File: config.mk
export PLATFORM = sky130hd
export DESIGN_NAME = mux2_rr_arbiter
export DESIGN_NICKNAME = d
export VERILOG_FILES = /design/src/rtl/mux2_rr_arbiter.sv
export SDC_FILE = /design/constraint.sdc
export NUM_CORES = 1
export LEC_CHECK = 0
export ABC_CLOCK_PERIOD_IN_PS = 2400
export BUFFER_PORTS_ARGS = -buffer_cell sky130_fd_sc_hd__buf_2
export CORE_MARGIN = 5
export CORE_UTILIZATION = 45
export CTS_CLUSTER_SIZE = 24
export DETAILED_ROUTE_END_ITERATION = 12
export PLACE_DENSITY_LB_ADDON = 0.15
export SYNTH_ARGS = -nofsm -noshare
export SYNTH_HDL_FRONTEND = slang
export SYNTH_SLANG_ARGS = --single-unit
File: constraint.sdc
create_clock -name clk -period 2.4 [get_ports clk]
set_input_delay 0.24 -clock clk [delete_from_list [all_inputs] [get_ports clk]]
set_output_delay 0.24 -clock clk [all_outputs]
set_load 0.1 [all_outputs]
File: src/rtl/mux2_rr_arbiter.sv
// rtl/mux2_rr_arbiter.sv - round-robin burst arbiter driving the select of a shared 2:1 data mux
// Optional build macro MUX_ARB_FIXED_PRI_EN: requester 0 always wins contention.
module mux2_rr_arbiter #(
    parameter int WIDTH     = 8,
    parameter int MAX_BURST = 4
) (
    input  logic             clk,
    input  logic             rst_n,
    input  logic [1:0]       req,
    input  logic [WIDTH-1:0] din0,
    input  logic [WIDTH-1:0] din1,
    output logic [1:0]       gnt,
    output logic             sel,
    output logic             out_valid,
    output logic [WIDTH-1:0] out_data,
    input  logic             out_ready,
    output logic             busy
);
    typedef enum logic [1:0] {
        S_IDLE   = 2'd0,
        S_GRANT0 = 2'd1,
        S_GRANT1 = 2'd2
    } state_t;

    localparam logic [7:0] LAST_BEAT = 8'(MAX_BURST - 1);

    state_t     r_state, w_state_nxt;
    logic       r_ptr, w_ptr_nxt;
    logic       r_sel, w_sel_nxt;
    logic [7:0] r_cnt, w_cnt_nxt;
    logic [1:0] r_gnt, w_gnt_nxt;

    logic       w_own, w_cur, w_xfer, w_limit, w_release, w_tie;
    logic [1:0] w_cand, w_pick;

    // Returns {valid, index}; tie is the index chosen when both request.
    function automatic logic [1:0] f_pick(input logic [1:0] r, input logic tie);
        case (r)
            2'b01:   f_pick = 2'b10;
            2'b10:   f_pick = 2'b11;
            2'b11:   f_pick = {1'b1, tie};
            default: f_pick = 2'b00;
        endcase
    endfunction

`ifdef MUX_ARB_FIXED_PRI_EN
    assign w_tie = 1'b0;
`else
    assign w_tie = ~r_ptr;
`endif

    assign w_own     = (r_state != S_IDLE);
    assign w_cur     = (r_state == S_GRANT1);
    assign w_xfer    = w_own && req[w_cur] && out_ready;
    assign w_limit   = w_xfer && (r_cnt == LAST_BEAT);
    assign w_release = w_own && (!req[w_cur] || w_limit);

    // Below the limit the owner is masked out; at the limit it stays eligible
    // so a lone requester is regranted without a gap.
    always_comb begin
        w_cand = req;
        if (w_own && !w_limit) begin
            w_cand[w_cur] = 1'b0;
        end
    end

    assign w_pick = f_pick(w_cand, w_tie);

    always_comb begin
        w_state_nxt = r_state;
        w_ptr_nxt   = r_ptr;
        w_sel_nxt   = r_sel;
        w_cnt_nxt   = r_cnt;
        if (!w_own || w_release) begin
            w_cnt_nxt = 8'd0;
            if (w_pick[1]) begin
                w_state_nxt = w_pick[0] ? S_GRANT1 : S_GRANT0;
                w_sel_nxt   = w_pick[0];
                w_ptr_nxt   = w_pick[0];
            end else begin
                w_state_nxt = S_IDLE;
            end
        end else if (w_xfer) begin
            w_cnt_nxt = r_cnt + 8'd1;
        end
    end

    always_comb begin
        w_gnt_nxt = 2'b00;
        case (w_state_nxt)
            S_GRANT0: w_gnt_nxt = 2'b01;
            S_GRANT1: w_gnt_nxt = 2'b10;
            default:  w_gnt_nxt = 2'b00;
        endcase
    end

    always_ff @(posedge clk) begin
        if (!rst_n) begin
            r_state <= S_IDLE;
            r_ptr   <= 1'b1;
            r_sel   <= 1'b0;
            r_cnt   <= 8'd0;
            r_gnt   <= 2'b00;
        end else begin
            r_state <= w_state_nxt;
            r_ptr   <= w_ptr_nxt;
            r_sel   <= w_sel_nxt;
            r_cnt   <= w_cnt_nxt;
            r_gnt   <= w_gnt_nxt;
        end
    end

    assign gnt       = r_gnt;
    assign sel       = r_sel;
    assign busy      = w_own;
    assign out_valid = w_own && req[r_sel];
    assign out_data  = r_sel ? din1 : din0;
endmodule

======== Yosys cells after proc, flatten, opt, wreduce, memory -nomap -nowiden ========
Cells that the tools add are included.
word-level totals
  input bits .............................. 21
  RAM bits ................................ 0
  flip-flop bits (word level) ............. 14
  bits in latches ......................... 0
  logic and storage cells ................. 48
  output and inout bits ................... 13
  memories ................................ 0
  ROM bits ................................ 0
cells by class
  multiplexer cells ....................... 13
  shifts and indexed selects .............. 0
  order comparisons ....................... 3
  $add $sub $neg .......................... 1
  reduce and logical (&&, ||, !) cells .... 15
  equal/unequal tests ..................... 7
  div/mod/pow operators ................... 0
  bitwise logic cells ..................... 4
  multiply operators ...................... 0
operators by type and width
  operator                                                   number
  adder 8 x 1 -> 8 bit (second input constant)               1
  == test 2 bit (second input constant)                      4
  == test 8 x 2 -> 1 bit (second input constant)             1
  2-to-1 mux 2 bit                                           4
  2-to-1 mux 8 bit                                           1
  logical AND 1 bit                                          7
  one-hot mux 2 bit (3 select lines)                         1
  2-to-1 mux 1 bit                                           5
  == test 2 x 1 -> 1 bit (second input constant)             2
  < comparator 1 x 2 -> 1 bit (second input constant)        2
  one-hot mux 2 bit (2 select lines)                         1
  zero test 1 bit                                            3
  bitwise AND 2 bit                                          1
  logical OR 1 bit                                           2
  NOT 1 bit                                                  2
  NOT 2 bit                                                  1
  AND reduction 2 bit                                        1
  nonzero test 2 bit                                         1
  OR reduction 2 bit                                         1
  demux 1 bit (select 1 bit)                                 1
  greater-or-equal comparator 1 bit (second input constant)  1

======== Logic depth before layout (Yosys ltp) ========
  depth after elaboration ................. 16
  mapped depth ............................ 5
  gate-level depth less buffers ........... 5

======== Worst setup path before layout ========
Ideal clock, no wire load.
  path kind ............................... reg-to-output
  from .................................... register r_sel, in the netlist sel
  to ...................................... output out_valid
  required time ........................... 2.160 ns
  path slack .............................. -0.564 ns
  arrival time ............................ 2.724 ns
  buffers on the path ..................... 1
  cell stages (with the launch flop) ...... 4
  path through ............................ dfxtp_1 -> clkbuf_1 -> mux2i_1 -> nor2_1
on the way
  word-level cells in the longest chain between the ends .. 3
RTL lines
  element                                              RTL line  text
  from (decl)                                          29        logic r_sel, w_sel_nxt;
  from (signal assigned)                               107       r_sel <= w_sel_nxt;
  2-to-1 mux 1 bit (implied by the code) (2 in a row)  116       assign out_valid = w_own && req[r_sel];
  logical AND 1 bit                                    116
  to (decl)                                            14        output logic out_valid,
Every way passes these cells. The select of a mux whose other input is x is not followed.

======== Worst setup path after layout ========
  from .................................... register r_cnt[2]
  to ...................................... register r_ptr
on the way
  word-level cells in the longest chain between the ends .. 8
  elaborated cells between the ends (all ways) .. 13
  classes of those cells .................. eq/ne (4); mux (2); reduce/logical (7)
RTL lines
  element                                                         RTL line  text
  from (decl)                                                     30        logic [7:0] r_cnt, w_cnt_nxt;
  from (signal assigned)                                          108       r_cnt <= w_cnt_nxt;
  == test 8 x 2 -> 1 bit *                                        55        assign w_limit = w_xfer && (r_cnt == LAST_BEAT);
  logical AND 1 bit *                                             55
  zero test 1 bit                                                 62        if (w_own && !w_limit) begin
  logical AND 1 bit                                               62
  2-to-1 mux 2 bit                                                62
  == test 2 bit / == test 2 x 1 -> 1 bit (equally long branches)  38        case (r)
  one-hot mux 2 bit (3 select lines)                              38
  AND reduction 2 bit (no source line)                            --
  to (signal assigned)                                            106       r_ptr <= w_ptr_nxt;
  to (decl)                                                       28        logic r_ptr, w_ptr_nxt;
Mark *: on every way between the ends. The rest lies on a longest branch, timed or not.
A chain may end at the register's enable or synchronous reset.

==> results.md <==
- Status: finished clean
- Layout cells sized above 1: 34.3%
- Leak: 0.475 nW
- Total of max-cap violations: 0
- R2R Setup Slk: 0.41 ns
- Fin crit period: 1.99 ns
- Post-synth top cells: dfxtp_1, nand2_1, a21oi_1, mux2_2, nor2_1
- Sum Neg Setup Slack: 0 ns
- Slew margin rel.: 65.6%
- Worst path required time: around 2.6 ns
- Hold Path End: r_state[1]
- Final hold vios: 0
- Register share of total power: 39.4%
- HP Class: primary input to flip-flop
- Post-Route WL: 2.34 mm
- Top_reg_cell synth: dfxtp_1
- Internal power: 358 uW
- Core Region: about 0.002 sq mm
- Area of placed instances: between 0.001 and 0.0015 sq mm
- Clk pwr share: between 20% and 30%
- I/O pin cnt: 34
- Cts hold-fix bufs: 0
- Critical Path End Type: flip-flop
- Avg Inst Size Synth: about 8.3 sq um
- Sequential area share after synthesis: 30.1%
- PwrDens: 571 mW/mm^2
- Synth top area cells: dfxtp_1, mux2_2, a21oi_1, nand2_1, nand3_1
- Final nets: 167
- Total CTS buffers: 3
- TritonCTS clock tree: done
- Crit Path Max Fanout: 8
- DIE AREA: 0.00307 sq mm
- Tcrit/Tclk final: 82.7%
- Worst Tran Pin Value: 0.509 ns
- GRT Overall Usage: 15.7%
- FF-to-FF End: r_ptr
- PortBufs: 33
- Total number of vias: 964
- Post-CTS Setup Bufs: 0
- Worst R2R Path Depth: 4
- Worst-Skew Late Latency: 0.28 ns
- Setup CP Type: flip-flop to flip-flop
- DR WL/cell: around 14 um
- Initial DRC Count: 22
- Startpoint Class: flip-flop
- Synth area leader: dfxtp_1
- FF-to-FF Start: r_cnt[2]
- First-pass GRT wire length: 3.96 mm
- DRC: 0
- Congestion Overflow GR: 0
- Die X: about 55 um
- Yosys reg bits: 14
- Distinct cells, synth: 39
- DR vias/cell: 5.67
- CTS clk-pin slew, worst paths: ~0.080 ns
- Routed Antenna Nets: 0
- Worst Path Arrival: 2.16 ns
- Pre-antenna DRT Iters: 4
- Clock Skews: 0.00206 ns
- NetSw: between 200 and 300 uW
- Root Buffer: clkbuf_4
- Clk sinks: 14
- Final setup violation count: 0
- Number of global-route vias before repair: 886
- Htree depth: 1
- Clock Path Buffers: 2
- Switching portion of total power: 44.7%
- Initial antenna violation count: 0
- Fin area: 0.00113 sq mm
- Gates resized, CTS repair: 0
- Max Slew Vio Count: 0
- Unrepaired setup endpoints after global routing: no
- Starting Density: between 40 and 50%
- Most numerous cell in the Yosys netlist: dfxtp_1
- Logic pwr share: 39.9%
- # diodes: 0
- Fmax: 504 MHz
- Gp weighted congestion: 0.798
- Row count: 16
- Worst Hold Launch: rst_n
- Top-area cell type share of the netlist area: 30.1%
- Post-Synthesis Cells: 112
- VDD IR max: around 370 uV
- Die Y: around 55 um
- Layout area overhead: 21.8%
- Post-Syn Nets: 134
- Yosys Warn Count: 0
- Largest net degree at the start of global routing: 12
- Ys async rst share: 0%
- Hold path depth: 2
- EDFF count, synth: 0
- Synthesized area: 930 sq um
- HPWL Detailed: ~1.8 mm
## cell usage in the layout, fill, tap and decap left out, types with 2 or more instances in the layout
master	netlist	routed
xnor2_1	3	3
nand2_1	9	9
nor2_1	8	7
o21ai_0	4	4
dfxtp_1	14	14
o31ai_1	2	2
and2_1	2	2
xor2_1	2	2
a211oi_1	3	3
nor2b_1	3	3
o211ai_1	2	2
nand2b_1	3	3
and3_1	3	3
a21oi_1	8	8
buf_2	0	33
clkbuf_4	0	3
nor4bb_1	2	2
nand4_1	2	2
nor4_1	3	3
or4_1	2	2
nand3_1	6	6
or4_4	2	2
mux2_2	8	8
## cell type report
type | count | area, sq um
fill | 199 | 830
clock buffer | 3 | 22.5
multi-input combinational | 92 | 627
inverter | 1 | 3.75
timing repair buffer | 33 | 165
tap | 27 | 33.8
sequential | 14 | 280
## power groups by stage
stage               Combinational (mW)  Clock, mW  Sequential [mW]
finish                           0.258      0.134            0.255
global route                     0.271      0.146            0.256
CTS                              0.259      0.136            0.255
detailed placement               0.258          0            0.260
global placement                 0.256          0            0.260
floorplan                        0.193          0            0.279
## through the flow
stage               std cells  util, %  power (mW)  hold WS (ns)  setup slack (ns)
finish                    170     57.7       0.647         0.266             0.415
global route              170     57.7       0.673         0.284             0.332
CTS                       170     57.7       0.649         0.260             0.420
detailed placement        167     56.6       0.518         0.501             0.429
global placement          167     56.6       0.515         0.496             0.462
floorplan                 112        -       0.471         0.362             0.156
## metal layers
metal	GRT usage, %	share of wire [%]	up-vias
li1	-	-	485
met1	19.4	45	447
met2	26.0	49	27
met3	3.73	4.4	5
met4	6.25	1.7	0
met5	0	0	-
## critical path, stage by stage (launching register included)
cell and delay [ns]:
dfxtp_1 0.38, or4_4 0.54, or4_4 0.49, a21o_1 0.17, a211o_1 0.28
## kinds of logic (layout without fill, tap and decap cells)
| kind of cell | count (synthesis) | count (layout) | share of synthesized area, % |
|---|---|---|---|
| adders and majority gates | 1 | 1 | 1.35 |
| and+or+nand+nor | 51 | 51 | 31.6 |
| muxes | 9 | 9 | 10.8 |
| xor gates and xnor gates | 5 | 5 | 4.71 |
| DFF | 14 | 14 | 30.1 |
| buffers and inverters | 6 | 37 | 3.23 |
| AOI/OAI and AO/OA | 26 | 26 | 18.2 |
## state kept, by name (all words and copies together) (netlist names)
| name | cells |
|---|---|
| r_ptr | 1 |
| gnt | 2 |
| sel | 1 |
| r_state | 2 |
| r_cnt | 8 |
## worst max-delay path by stage
stage,startpoint,end,slack [ns],cells past startpoint
floorplan,sel,out_valid,0.16,3
global placement,r_cnt[2],r_ptr,0.46,4
detailed placement,r_cnt[2],r_ptr,0.43,4
CTS,r_cnt[2],r_ptr,0.42,4
global route,r_cnt[0],gnt[1],0.33,5
finish,r_cnt[2],r_ptr,0.41,4
Power figures use the tool's default switching activity.
